<file path="src/rtl/gnss_sample_packer.sv">
// GNSS front-end capture: synchronises the external sample clock and I/Q bits into the system
// clock domain, packs samples into words and buffers them in a first-word-fall-through FIFO.
module gnss_sample_packer #(
   parameter int unsigned SAMPLE_BITS = 2,
   parameter int unsigned IQ_MODE     = 1,
   parameter int unsigned WORD_BITS   = 32,
   parameter int unsigned FIFO_DEPTH  = 16,
   parameter int unsigned SYNC_STAGES = 2
) (
   input  logic                   i_clk,
   input  logic                   i_nrst,
   input  logic                   i_gnssclk,
   input  logic [SAMPLE_BITS-1:0] i_sample_i,
   input  logic [SAMPLE_BITS-1:0] i_sample_q,
   input  logic                   i_enable,
   output logic                   o_out_valid,
   input  logic                   i_out_ready,
   output logic [WORD_BITS-1:0]   o_out_data,
   output logic                   o_overflow,
   output logic [15:0]            o_drop_count,
   input  logic                   i_clr_overflow
);

   localparam int unsigned G     = SAMPLE_BITS * ((IQ_MODE != 0) ? 2 : 1);
   localparam int unsigned SPW   = WORD_BITS / G;
   localparam int unsigned IDX_W = (SPW > 1) ? $clog2(SPW) : 1;
   localparam int unsigned AW    = $clog2(FIFO_DEPTH);
   localparam logic [IDX_W-1:0] LAST_IDX = IDX_W'(SPW - 1);

   // Synchronisers: clock and data take the same number of stages so they stay aligned.
   logic [SYNC_STAGES-1:0]                  r_gclk_sync;
   logic                                    r_gclk_prev;
   logic [SYNC_STAGES-1:0][SAMPLE_BITS-1:0] r_si_sync;
   logic [G-1:0]                            w_group;
   logic                                    w_strobe;

   always_ff @(posedge i_clk or negedge i_nrst) begin
      if (!i_nrst) begin
         r_gclk_sync <= '0;
         r_gclk_prev <= 1'b0;
         r_si_sync   <= '0;
      end else begin
         r_gclk_sync <= {r_gclk_sync[SYNC_STAGES-2:0], i_gnssclk};
         r_gclk_prev <= r_gclk_sync[SYNC_STAGES-1];
         r_si_sync   <= {r_si_sync[SYNC_STAGES-2:0], i_sample_i};
      end
   end

   if (IQ_MODE != 0) begin : g_iq
      logic [SYNC_STAGES-1:0][SAMPLE_BITS-1:0] r_sq_sync;

      always_ff @(posedge i_clk or negedge i_nrst) begin
         if (!i_nrst) begin
            r_sq_sync <= '0;
         end else begin
            r_sq_sync <= {r_sq_sync[SYNC_STAGES-2:0], i_sample_q};
         end
      end

      assign w_group = {r_sq_sync[SYNC_STAGES-1], r_si_sync[SYNC_STAGES-1]};
   end else begin : g_i_only
      logic w_unused_q;
      assign w_unused_q = ^i_sample_q;
      assign w_group    = r_si_sync[SYNC_STAGES-1];
   end

   assign w_strobe = r_gclk_sync[SYNC_STAGES-1] & ~r_gclk_prev;

   // Packer: first sample lands in the LSBs; a completed word is handed to the FIFO next cycle.
   logic [IDX_W-1:0]     r_idx;
   logic [WORD_BITS-1:0] r_word;
   logic [WORD_BITS-1:0] w_word_next;
   logic                 r_push;
   logic [WORD_BITS-1:0] r_push_data;

   assign w_word_next = r_word | (WORD_BITS'(w_group) << (G * r_idx));

   always_ff @(posedge i_clk or negedge i_nrst) begin
      if (!i_nrst) begin
         r_idx       <= '0;
         r_word      <= '0;
         r_push      <= 1'b0;
         r_push_data <= '0;
      end else begin
         r_push <= 1'b0;
         if (!i_enable) begin
            r_idx  <= '0;
            r_word <= '0;
         end else if (w_strobe) begin
            if (r_idx == LAST_IDX) begin
               r_idx       <= '0;
               r_word      <= '0;
               r_push      <= 1'b1;
               r_push_data <= w_word_next;
            end else begin
               r_idx  <= r_idx + IDX_W'(1);
               r_word <= w_word_next;
            end
         end
      end
   end

   // FWFT FIFO: pointer MSB separates full from empty.
   logic [WORD_BITS-1:0] r_mem [FIFO_DEPTH];
   logic [AW:0]          r_wr_ptr;
   logic [AW:0]          r_rd_ptr;
   logic                 w_empty;
   logic                 w_full;
   logic                 w_pop;
   logic                 w_wr_en;
   logic                 w_drop;

   assign w_empty = (r_wr_ptr == r_rd_ptr);
   assign w_full  = (r_wr_ptr[AW] != r_rd_ptr[AW]) &&
                    (r_wr_ptr[AW-1:0] == r_rd_ptr[AW-1:0]);
   assign o_out_valid = ~w_empty;
   assign w_pop   = o_out_valid & i_out_ready;
   // A full FIFO still accepts a push when the head leaves in the same cycle.
   assign w_wr_en = r_push & (~w_full | w_pop);
   assign w_drop  = r_push & w_full & ~w_pop;
   assign o_out_data = w_empty ? '0 : r_mem[r_rd_ptr[AW-1:0]];

   always_ff @(posedge i_clk) begin
      if (w_wr_en) begin
         r_mem[r_wr_ptr[AW-1:0]] <= r_push_data;
      end
   end

   always_ff @(posedge i_clk or negedge i_nrst) begin
      if (!i_nrst) begin
         r_wr_ptr <= '0;
         r_rd_ptr <= '0;
      end else begin
         if (w_wr_en) begin
            r_wr_ptr <= r_wr_ptr + (AW+1)'(1);
         end
         if (w_pop) begin
            r_rd_ptr <= r_rd_ptr + (AW+1)'(1);
         end
      end
   end

   logic        r_overflow;
   logic [15:0] r_drop_count;

   always_ff @(posedge i_clk or negedge i_nrst) begin
      if (!i_nrst) begin
         r_overflow   <= 1'b0;
         r_drop_count <= '0;
      end else if (i_clr_overflow) begin
         r_overflow   <= w_drop;
         r_drop_count <= {15'd0, w_drop};
      end else if (w_drop) begin
         r_overflow <= 1'b1;
         if (r_drop_count != 16'hFFFF) begin
            r_drop_count <= r_drop_count + 16'd1;
         end
      end
   end

   assign o_overflow   = r_overflow;
   assign o_drop_count = r_drop_count;

endmodule

</file>
<file path="config.mk">
export PLATFORM = sky130hd
export DESIGN_NAME = gnss_sample_packer
export DESIGN_NICKNAME = d
export VERILOG_FILES = /design/src/rtl/gnss_sample_packer.sv
export SDC_FILE = /design/constraint.sdc
export NUM_CORES = 1
export LEC_CHECK = 0
export ABC_AREA = 1
export CORE_MARGIN = 2
export CORE_UTILIZATION = 56
export DETAILED_ROUTE_END_ITERATION = 6
export PLACE_DENSITY = 0.76
export RECOVER_POWER = 25
export SLEW_MARGIN = 20
export SYNTH_ARGS = -nofsm -noshare
export SYNTH_HDL_FRONTEND = slang
export SYNTH_SLANG_ARGS = --single-unit
</file>
<file path="constraint.sdc">
create_clock -name i_clk -period 3 [get_ports i_clk]
set_input_delay 0.75 -clock i_clk [delete_from_list [all_inputs] [get_ports i_clk]]
set_output_delay 0.75 -clock i_clk [all_outputs]
set_load 0.02 [all_outputs]
</file>
==> results of run 1 <==
[kinds of logic after synthesis]
logic type      Yosys count  synth area share [%]
xor+xnor                 12                 0.411
mux                      32                  1.41
fa+ha+maj                 8                 0.392
flops                   618                  70.5
buf+inv                 252                  4.48
simple gates            883                  13.7
compound gates          430                  9.07
[sequential cells by signal, summed over array words and instances, names as in the netlist, 2 cells and up]
name	count
r_si_sync	4
g_iq.r_sq_sync	4
o_drop_count	16
r_word	32
r_push_data	32
r_mem	512
r_gclk_sync	2
r_wr_ptr	5
r_idx	3
r_rd_ptr	5
[through the flow]
stage / utilization, % / instances
finish: 70.0 / 3045
global route: 70.0 / 3045
CTS: 68.7 / 3031
detailed placement: 61.4 / 2875
global placement: 61.4 / 2875
floorplan: - / 2235
[power by group through the flow]
stage               logic [mW]  registers (mW)  clock network [mW]
global route              13.3            9.33                7.97
detailed placement        8.68            9.50                   0
floorplan                 5.51            9.43                   0
global placement          8.46            9.50                   0
finish                    12.7            9.34                7.58
CTS                       11.1            9.32                7.53
[final cells by class]
type | instances | area share (%)
Clock buffer | 80 | 5.34
Clock inverter | 27 | 0.830
Inverter | 129 | 1.65
Multi-Input combinational cell | 1365 | 22.1
Sequential cell | 618 | 57.0
Tap cell | 600 | 2.37
Timing Repair Buffer | 224 | 10.6
Timing Repair inverter | 2 | 0.0870
[worst max-delay path by stage]
stage | start | end | slack, ps
after floorplan | r_rd_ptr[0] | r_mem[0][0] | -30
after global placement | r_rd_ptr[0] | o_out_data[14] | -20
after detailed placement | r_rd_ptr[1] | o_out_data[7] | -70
after CTS | r_rd_ptr[0] | o_out_data[7] | -190
after global routing | r_rd_ptr[0] | o_out_data[13] | -330
final | r_rd_ptr[0] | o_out_data[12] | -300
[worst reg2reg max path, delay by kind of cell, from the launching register on]
kind                   cells  cell delay [ps]
buffers and inverters      6              980
DFF                        1              530
and+or+nand+nor            7              870
[layout by cell type (no fill, tap or decap), drive strengths merged]
cell type        n
buf            181
clkdlybuf4s50   20
dlygate4sd3      5
o21bai           2
o21ai          328
xnor2            2
ha               8
bufbuf           2
clkinv          25
nand4            9
bufinv           5
nor2           530
o211ai          65
dfrtp          106
xor2            10
nand2          270
mux2            32
nand3           70
clkbuf          96
inv            128
edfxtp         512
nor3             4
a21oi           35
[per-layer routing]
layer  track usage [%]  up-vias
met5                 0        -
met3              5.87      316
li1                  -     8043
met1              39.6     9112
met2              49.5     1460
met4              14.4        0
[what timing repair did]
| action | in CTS | in global routing |
|---|---|---|
| setup endpoints to repair | 33 | 33 |
| gates resized for setup | 313 | 163 |
| cloned | 27 | 14 |
| setup buffers | 22 | 7 |
| pin swaps | 44 | 100 |
==> impl_metrics.json, run 1 <==
{
  "outcome": "finished with violations",
  "violations": "max-capacitance violations, max-slew violations, negative setup slack",
  "r2r_end": "r_mem[7][27]",
  "synth.net_count": 2253,
  "min_period_ps": 3300,
  "ys.warnings.count": 0,
  "yosysMostFrequentCell": "nor2_1",
  "start_util_pct": 56.6,
  "power_frac_clock_pct": 25.6,
  "cts_buffers": 60,
  "cts_tree": "yes",
  "wirelength_met1_um": 25800,
  "maxCapViolCount": 1,
  "antenna_found_initial": 0,
  "drive_gt1_share_pct": 20.2,
  "skew_ps": 34.6,
  "num-fill-cells": 2718,
  "synth_cells": 2235,
  "synth.top_cells.by_area": "edfxtp_1, dfrtp_1, nor2_1",
  "crit_family": "buffers and inverters",
  "cp_num_buf_inv": 4,
  "r2r_setup_slack_ps": 280,
  "netlist.top_cell.by_area": "edfxtp_1",
  "slew_violations": 31,
  "synth_flop_cell": "edfxtp_1",
  "wl_per_cell_um": 24.6,
  "cts_root_buffer": "clkbuf_16",
  "io_buffers": 59,
  "yosysUniqueCellTypes": 33,
  "grt_pass1_vias": 18372,
  "slew_headroom_pct": -3.57,
  "synth_edf_count": 512,
  "hold_viol": 0,
  "synth_top_area_share_pct": 60.1,
  "hold_start": "r_si_sync[1]",
  "drtIter0Drc": 3145,
  "slowest_delay_ps": 480,
  "synthTopCellsByCount": "nor2_1, edfxtp_1, nand2_1, o21ai_0, inv_1",
  "swShare_pct": 35.1,
  "syn2layout_area_growth_pct": 23.8,
  "pre_cts_ws_ps": -70.6,
  "tns_ps": -6400,
  "p_int_mw": 19.2,
  "fp-row-count": 78,
  "fp.coreArea_sq_mm": 0.0452,
  "pwr-share-seq_pct": 31.6,
  "antenna_left": 0,
  "fin_area_sq_mm": 0.0316,
  "hold_buffers": 0,
  "worst_pin_slew_ps": 1550,
  "dr.pass1.iters": 7,
  "hold-worst-slack_ps": 337,
  "grt_max_degree": 51,
  "required_ps": 2250,
  "fp.dieArea_sq_mm": 0.0474,
  "crit_path_frequent_cell": "buf_12",
  "gp_congestion": 0.865,
  "cp_slowest_cell": "dfrtp_4",
  "grt_pass1_wl_um": 108000,
  "p_comb_share_pct": 42.8,
  "cp_cell_sequence": "buf_12, buf_12, clkbuf_16, o21ai_2, o211ai_1, nand3_1, a21oi_2, buf_4",
  "synth-seq-cells": 618,
  "nets": 2418,
  "overflow": 0,
  "peakVddDrop_mv": 0.499,
  "endpoint_kind": "output pin",
  "dieHeight_um": 218,
  "crit-reg2reg-launch": "r_rd_ptr[0]",
  "switching_power_mw": 10.4,
  "grt_use_total_pct": 30.4,
  "clockBufferDepth": 3,
  "drc": 0,
  "p_leak_nw": 13.1,
  "synthArstFlopShare_pct": 17.2,
  "synth_area_sq_mm": 0.0256,
  "numClockSinks": 618,
  "wl_met2_um": 35500,
  "regArea_sq_mm": 0.0180,
  "drt_wl_total_um": 74800,
  "pwr_density_cell_mw_per_mm2": 935,
  "final.period_utilization_pct": 110,
  "crit_type": "flop to output pin",
  "place_hpwl_um": 36100,
  "rsz0062_at_grt": "yes",
  "hp-class": "flop to flop",
  "fin_ws_ps": -303,
  "seq_area_frac_synth_pct": 70.5,
  "vias": 18931,
  "placed_area_sq_mm": 0.0277,
  "power_mw": 29.6,
  "critPathArrivalTime_ps": 2550,
  "synth.avg_cell_area_sq_um": 11.4,
  "max_freq_ghz": 0.303,
  "io_pins": 60,
  "worstPathMaxFanout": 7,
  "min_to": "r_si_sync[3]",
  "worstSetupPathDepth": 8,
  "wl_met3_um": 9310,
  "htree_levels": 2,
  "clock_latency_ps": 640,
  "viasPerCell": 6.22,
  "clk_pin_slew_worst_paths_ps": 60,
  "startpoint_type": "flop",
  "top_layer": "met4",
  "multi_input_area_sq_mm": 0.00699,
  "die_w_um": 218,
  "num_antenna_cells": 0,
  "reg2reg_depth": 13,
  "hold_depth": 0,
  "setup_violations": 32
}
Note: power is estimated with default switching activity, not from simulation.
==> run 2: changes to the inputs <==
--- a/config.mk
+++ b/config.mk
@@ -6,8 +6,9 @@
 export NUM_CORES = 1
 export LEC_CHECK = 0
 export ABC_AREA = 1
-export CORE_MARGIN = 2
+export CORE_MARGIN = 5
 export CORE_UTILIZATION = 56
+export CTS_BUF_LIST = sky130_fd_sc_hd__clkbuf_4
 export DETAILED_ROUTE_END_ITERATION = 6
 export PLACE_DENSITY = 0.76
 export RECOVER_POWER = 25
==> run 2 against run 1 <==
Compared with the run above: the flow still finishes with violations (max-capacitance violations, max-slew violations, negative setup slack); fmax down 9.4%; die area up 5.6%; cell count up 5.1%; register-to-register slack worse by 130 ps; clock skew up 48 ps; clock-buffer cell count up 148; utilization down 0.55 points; critical path depth up 1; sequential cell count unchanged; worst setup slack worse by 340 ps; largest cell class unchanged; highest routed layer unchanged.
==> impl_metrics.json, run 2 (same netlist as run 1, synthesis figures left out) <==
{
  "outcome": "finished with violations",
  "violations": "max-capacitance violations, max-slew violations, negative setup slack",
  "grt_pass1_vias": 18839,
  "largest_register_ffs": 512,
  "clk_pin_slew_worst_paths_ps": 80,
  "io_buffers": 59,
  "io_pins": 60,
  "cp_num_buf_inv": 5,
  "endpoint_kind": "output pin",
  "hold_viol": 0,
  "nets": 2507,
  "grt_pass1_wl_um": 104000,
  "dp_cells": 2885,
  "final.period_utilization_pct": 122,
  "dieHeight_um": 224,
  "fp-row-count": 78,
  "skew_ps": 82.2,
  "fin_ws_ps": -646,
  "drive_gt1_share_pct": 23.3,
  "htree_levels": 4,
  "cp_cell_sequence": "buf_12, inv_16, buf_12, buf_16, nor2_2, o211ai_1, nand3_1, a21oi_4, buf_6",
  "swShare_pct": 35.4,
  "start_util_pct": 56.5,
  "p_leak_nw": 13.2,
  "pwr_density_cell_mw_per_mm2": 899,
  "tns_ps": -17130,
  "pre_cts_ws_ps": -30.2,
  "overflow": 0,
  "clock_latency_ps": 980,
  "p_comb_share_pct": 41.8,
  "numClockSinks": 618,
  "drtIter0Drc": 2598,
  "slowest_delay_ps": 520,
  "maxCapViolCount": 1,
  "dr.pass1.iters": 7,
  "cp_slowest_cell": "dfrtp_4",
  "cts_root_buffer": "clkbuf_4",
  "setup_violations": 33,
  "cts_tree": "yes",
  "antenna_left": 0,
  "drt_wl_total_um": 70100,
  "peakVddDrop_mv": 0.507,
  "utilization_pct": 69.5,
  "max_freq_ghz": 0.274,
  "switching_power_mw": 10.0,
  "gp_congestion": 0.852,
  "power_frac_clock_pct": 25.2,
  "slew_headroom_pct": -11.6,
  "startpoint_type": "flop",
  "viasPerCell": 5.89,
  "crit_type": "flop to output pin",
  "worstPathMaxFanout": 11,
  "fp.coreArea_sq_mm": 0.0453,
  "wl_per_cell_um": 21.9,
  "slew_violations": 33,
  "required_ps": 2250,
  "crit_family": "buffers and inverters",
  "vias": 18860,
  "stdcell_count": 3201,
  "fp.dieArea_sq_mm": 0.0500,
  "p_int_mw": 18.3,
  "hold-worst-slack_ps": 331,
  "drc": 0,
  "pwr-share-seq_pct": 33.0,
  "antenna_found_initial": 2,
  "grt_use_total_pct": 27.0,
  "critPathArrivalTime_ps": 2900,
  "cts_buffers": 153,
  "die_w_um": 224,
  "hp-class": "flop to flop",
  "layout_common_cells": "edfxtp_1, nor2_1, nand2_1, clkbuf_4, o21ai_0",
  "crit_path_frequent_cell": "buf_12",
  "min_period_ps": 3650,
  "num-fill-cells": 2993,
  "final_common_cell": "edfxtp_1",
  "grt_max_degree": 45,
  "worst_pin_slew_ps": 1670,
  "syn2layout_area_growth_pct": 23.1,
  "clockBufferDepth": 3,
  "rsz0062_at_grt": "yes",
  "place_hpwl_um": 37700
}
run 2: cell types whose count changed in the layout (fill, tap and decap cells not counted), sizes merged, moves of 2 or more:
cell	previous run	this run
buf	181	183
clkinvlp	0	4
diode	0	2
clkbuf	96	238
inv	128	132
clkinv	25	28
run 2: layout make-up:
type	count	area, sq um	area share, %
clock inverter	37	282	0.895
timing repair buffer	220	3140	9.97
clock buffer	228	1710	5.44
sequential	618	18000	57.3
inverter	129	508	1.61
antenna	2	5.00	0.0159
multi-input combinational	1365	6990	22.2
timing repair inverter	2	36.3	0.115
tap	600	751	2.39
run 2: power by group through the flow:
stage | combinational (mW) | sequential [mW] | clock [mW]
after floorplan | 5.51 | 9.43 | 0
after global placement | 8.62 | 9.51 | 0
after detailed placement | 8.87 | 9.51 | 0
after CTS | 10.5 | 9.32 | 7.25
after global routing | 12.6 | 9.33 | 7.74
final | 11.8 | 9.33 | 7.13
run 2: stage by stage:
step / total power [mW] / area (sq um)
finish: 28.3 / 31500
floorplan: 14.9 / 25600
CTS: 27.1 / 30800
global route: 29.6 / 31500
detailed placement: 18.4 / 27900
global placement: 18.1 / 27900
run 2: path summary, 6_finish.rpt:
kind / from / to / slack, ps / depth (start not counted)
max in group asynchronous: i_nrst / r_rd_ptr[1] / 310 / 3
max: r_rd_ptr[0] / o_out_data[11] / -650 / 9
max reg2reg: r_rd_ptr[0] / r_mem[7][23] / 150 / 14
min reg2reg: g_iq.r_sq_sync[0] / g_iq.r_sq_sync[2] / 330 / 0
min: g_iq.r_sq_sync[0] / g_iq.r_sq_sync[2] / 330 / 0
min in group asynchronous: i_nrst / r_push_data[27] / 790 / 2
run 2: what timing repair did:
action,in CTS,in global routing
cloned,16,9
pin swaps,36,50
endpoints found under the hold margin,30,0
setup buffers,18,8
setup endpoints to repair,33,33
hold buffers,1,0
gates resized for setup,282,139
run 2: layer usage:
layer | routed length [um] | GRT usage (%)
met1 | 25600 | 34.2
met2 | 34200 | 43.9
met4 | 3160 | 13.9
met5 | 0 | 0
met3 | 7120 | 6.46
==> variant, RTL diff (config.mk and constraints of run 1) <==
`SAMPLE_BITS`: 2 -> 4.
--- a/src/rtl/gnss_sample_packer.sv
+++ b/src/rtl/gnss_sample_packer.sv
@@ -2,5 +2,5 @@
 // clock domain, packs samples into words and buffers them in a first-word-fall-through FIFO.
 module gnss_sample_packer #(
-   parameter int unsigned SAMPLE_BITS = 2,
+   parameter int unsigned SAMPLE_BITS = 4,
    parameter int unsigned IQ_MODE     = 1,
    parameter int unsigned WORD_BITS   = 32,
Interface: changed (resized i_sample_i and i_sample_q); port bits go from 60 to 64. The function was not compared with the original's and may differ.
==> variant against run 1 <==
The run ends with setup timing left; final area rose by 0.49%; via count grew 0.43%; power shrank 1.1%; worst setup slack worse by 0.0052 ns; clock skew shrank 0.019 ns; synthesized area grew 0.23%; core utilization is 0.19 points higher; critical path depth is 5 higher; routed wire length decreased by 0.72%; count of clock-buffer cells in the layout shrank 2; sequential cell count up 7.
==> variant: results (changes against run 1) <==
ys_warn_count: 0  # unchanged
clk_latency_ns: 0.61  # -0.03 ns
ys_async_sr_fraction_pct: 18.1  # +0.93 points
antenna_found_initial: 0  # unchanged
grtUsageMet2_pct: 47.9  # -1.6 points
fin_cells: 3108  # +2.1%
min_path_type: "flip-flop to flip-flop"
syn_inst: 2295  # +2.7%
worst-endpoint-arrival_ns: 2.56  # about the same
numCtsBuffers: 58  # -3.3%
grt_pass1_vias: 18200  # -0.91%
r2r_slack_ns: 0.15  # -0.13 ns
drive_above_1_share_pct: 19.3  # -0.83 points
grt_first_pass_wirelength_um: 106000  # -1.7%
fill_cells: 2861  # +5.3%
placedCellCount: 2941  # +2.3%
vdd_drop_max_uv: 601  # +20%
grt_usage_pct: 29.6  # -0.77 points
largest_reg_flops: 512  # unchanged
synth-seq-area-share_pct: 71.0  # +0.52 points
gr-usage-met1_pct: 40.0  # +0.42 points
crit_fanout: 6  # -1
skew_ns: 0.0154  # -0.0193 ns
power.leakage_nw: 11.5  # -12%
use_met3_pct: 4.48  # -1.4 points
cpPeakStageDelay_ns: 0.52  # +0.04 ns
finalNetCount: 2485  # +2.8%
place_hpwl_um: 37200  # +2.9%
root_buffer: "clkbuf_16"
violations: "setup timing"
dpl_worst_slack_ns: -0.0549  # +0.0158 ns
diodes: 0  # unchanged
status: "finished, violations left"
place.gp.congestion: 0.874  # +1.1%
crit_family: "buffers and inverters"
setup_ws_ns: -0.309  # -0.00524 ns
drt_iter0_markers: 2926  # -7.0%
fin_tns_setup_ns: -5.34  # +1.05 ns
setup-violations-final: 32  # unchanged
ys_top_cells_by_count: "nor2_1 (519), edfxtp_1 (512), nand2_1 (333)"
synth_edf_count: 512  # unchanged
worst_slew_pin_slew_ns: 0.821  # -0.733 ns
crit_path_top_delay_cell: "dfrtp_4"
portBuffers: 63  # +6.8%
ys_types: 33  # unchanged
synthTopCellsByArea: "edfxtp_1 (60%), dfrtp_1 (11%), nor2_1 (7.6%), o21ai_0 (5.8%), nand2_1 (4.9%)"
dr.pass1.iters: 5  # -2
totalWireLength_um: 74300  # -0.72%
viasPerCell: 6.12  # -1.6%
grt_max_degree: 69  # +35%
==> variant: cell types whose count changed after synthesis, sizes merged, moves of 6 or more <==
cell	before	now
nand2	270	338
nand3	70	118
mux2	32	0
o211ai	65	33
o21ai	328	299
inv	127	101
a21oi	35	52
nor3	4	15
clkbuf	61	70
a31o	0	8
a31oi	0	8
dfrtp	106	113
o21a	0	6
==> variant: cell type report <==
type / count / area (µm²) / share of cell area [%]
sequential: 625 / 18200 / 57.3
clock buffer: 78 / 1620 / 5.10
timing repair buffer: 237 / 3370 / 10.6
inverter: 105 / 429 / 1.35
tap: 600 / 751 / 2.36
multi-input combinational: 1437 / 7250 / 22.8
clock inverter: 26 / 168 / 0.527
==> variant: cells by family after synthesis <==
kind of cell / count (synthesis) / synth area share, %
and+or+nand+nor: 1008 / 15.8
DFF: 625 / 71.0
AOI/OAI and AO/OA: 408 / 8.53
buffers and inverters: 233 / 3.78
xor gates and xnor gates: 14 / 0.479
adders and majority gates: 7 / 0.342
==> variant: power breakdown <==
part	switching [mW]	internal (mW)	total, mW
sequential	0.178	9.43	9.61
clock	3.14	3.93	7.07
combinational	7.17	5.42	12.6
total	10.5	18.8	29.3
==> variant: worst paths after layout <==
kind                         startpoint  depth (start not counted)          endpoint
max                         r_rd_ptr[0]                         13    o_out_data[29]
min                        r_si_sync[0]                          0      r_si_sync[4]
max reg2reg                 r_rd_ptr[0]                         15     r_mem[14][31]
min reg2reg                r_si_sync[0]                          0      r_si_sync[4]
max in group asynchronous        i_nrst                          3   r_push_data[20]
min in group asynchronous        i_nrst                          2  o_drop_count[10]
==> variant: stage by stage <==
step	cell area, µm²	total power, mW	hold slack [ns]
final	31800	29.3	0.345
after global routing	31800	30.3	0.351
after CTS	30900	27.6	0.351
after detailed placement	28000	18.6	0.336
after global placement	28000	18.4	0.332
after floorplan	25700	14.9	0.331
==> variant: what timing repair did <==
action / CTS / global route
gates cloned: 16 / 14
setup buffers: 33 / 7
hold buffers: 1 / 0
resized for setup: 302 / 252
hold endpoints to repair: 10 / 0
pin swaps: 44 / 119
setup endpoints to repair: 33 / 114
==> variant: metal layers <==
metal | routed length [µm] | vias up
li1 | - | 8233
met1 | 27200 | 9178
met2 | 35700 | 1316
met3 | 7760 | 286
met4 | 3600 | 0
met5 | 0 | -
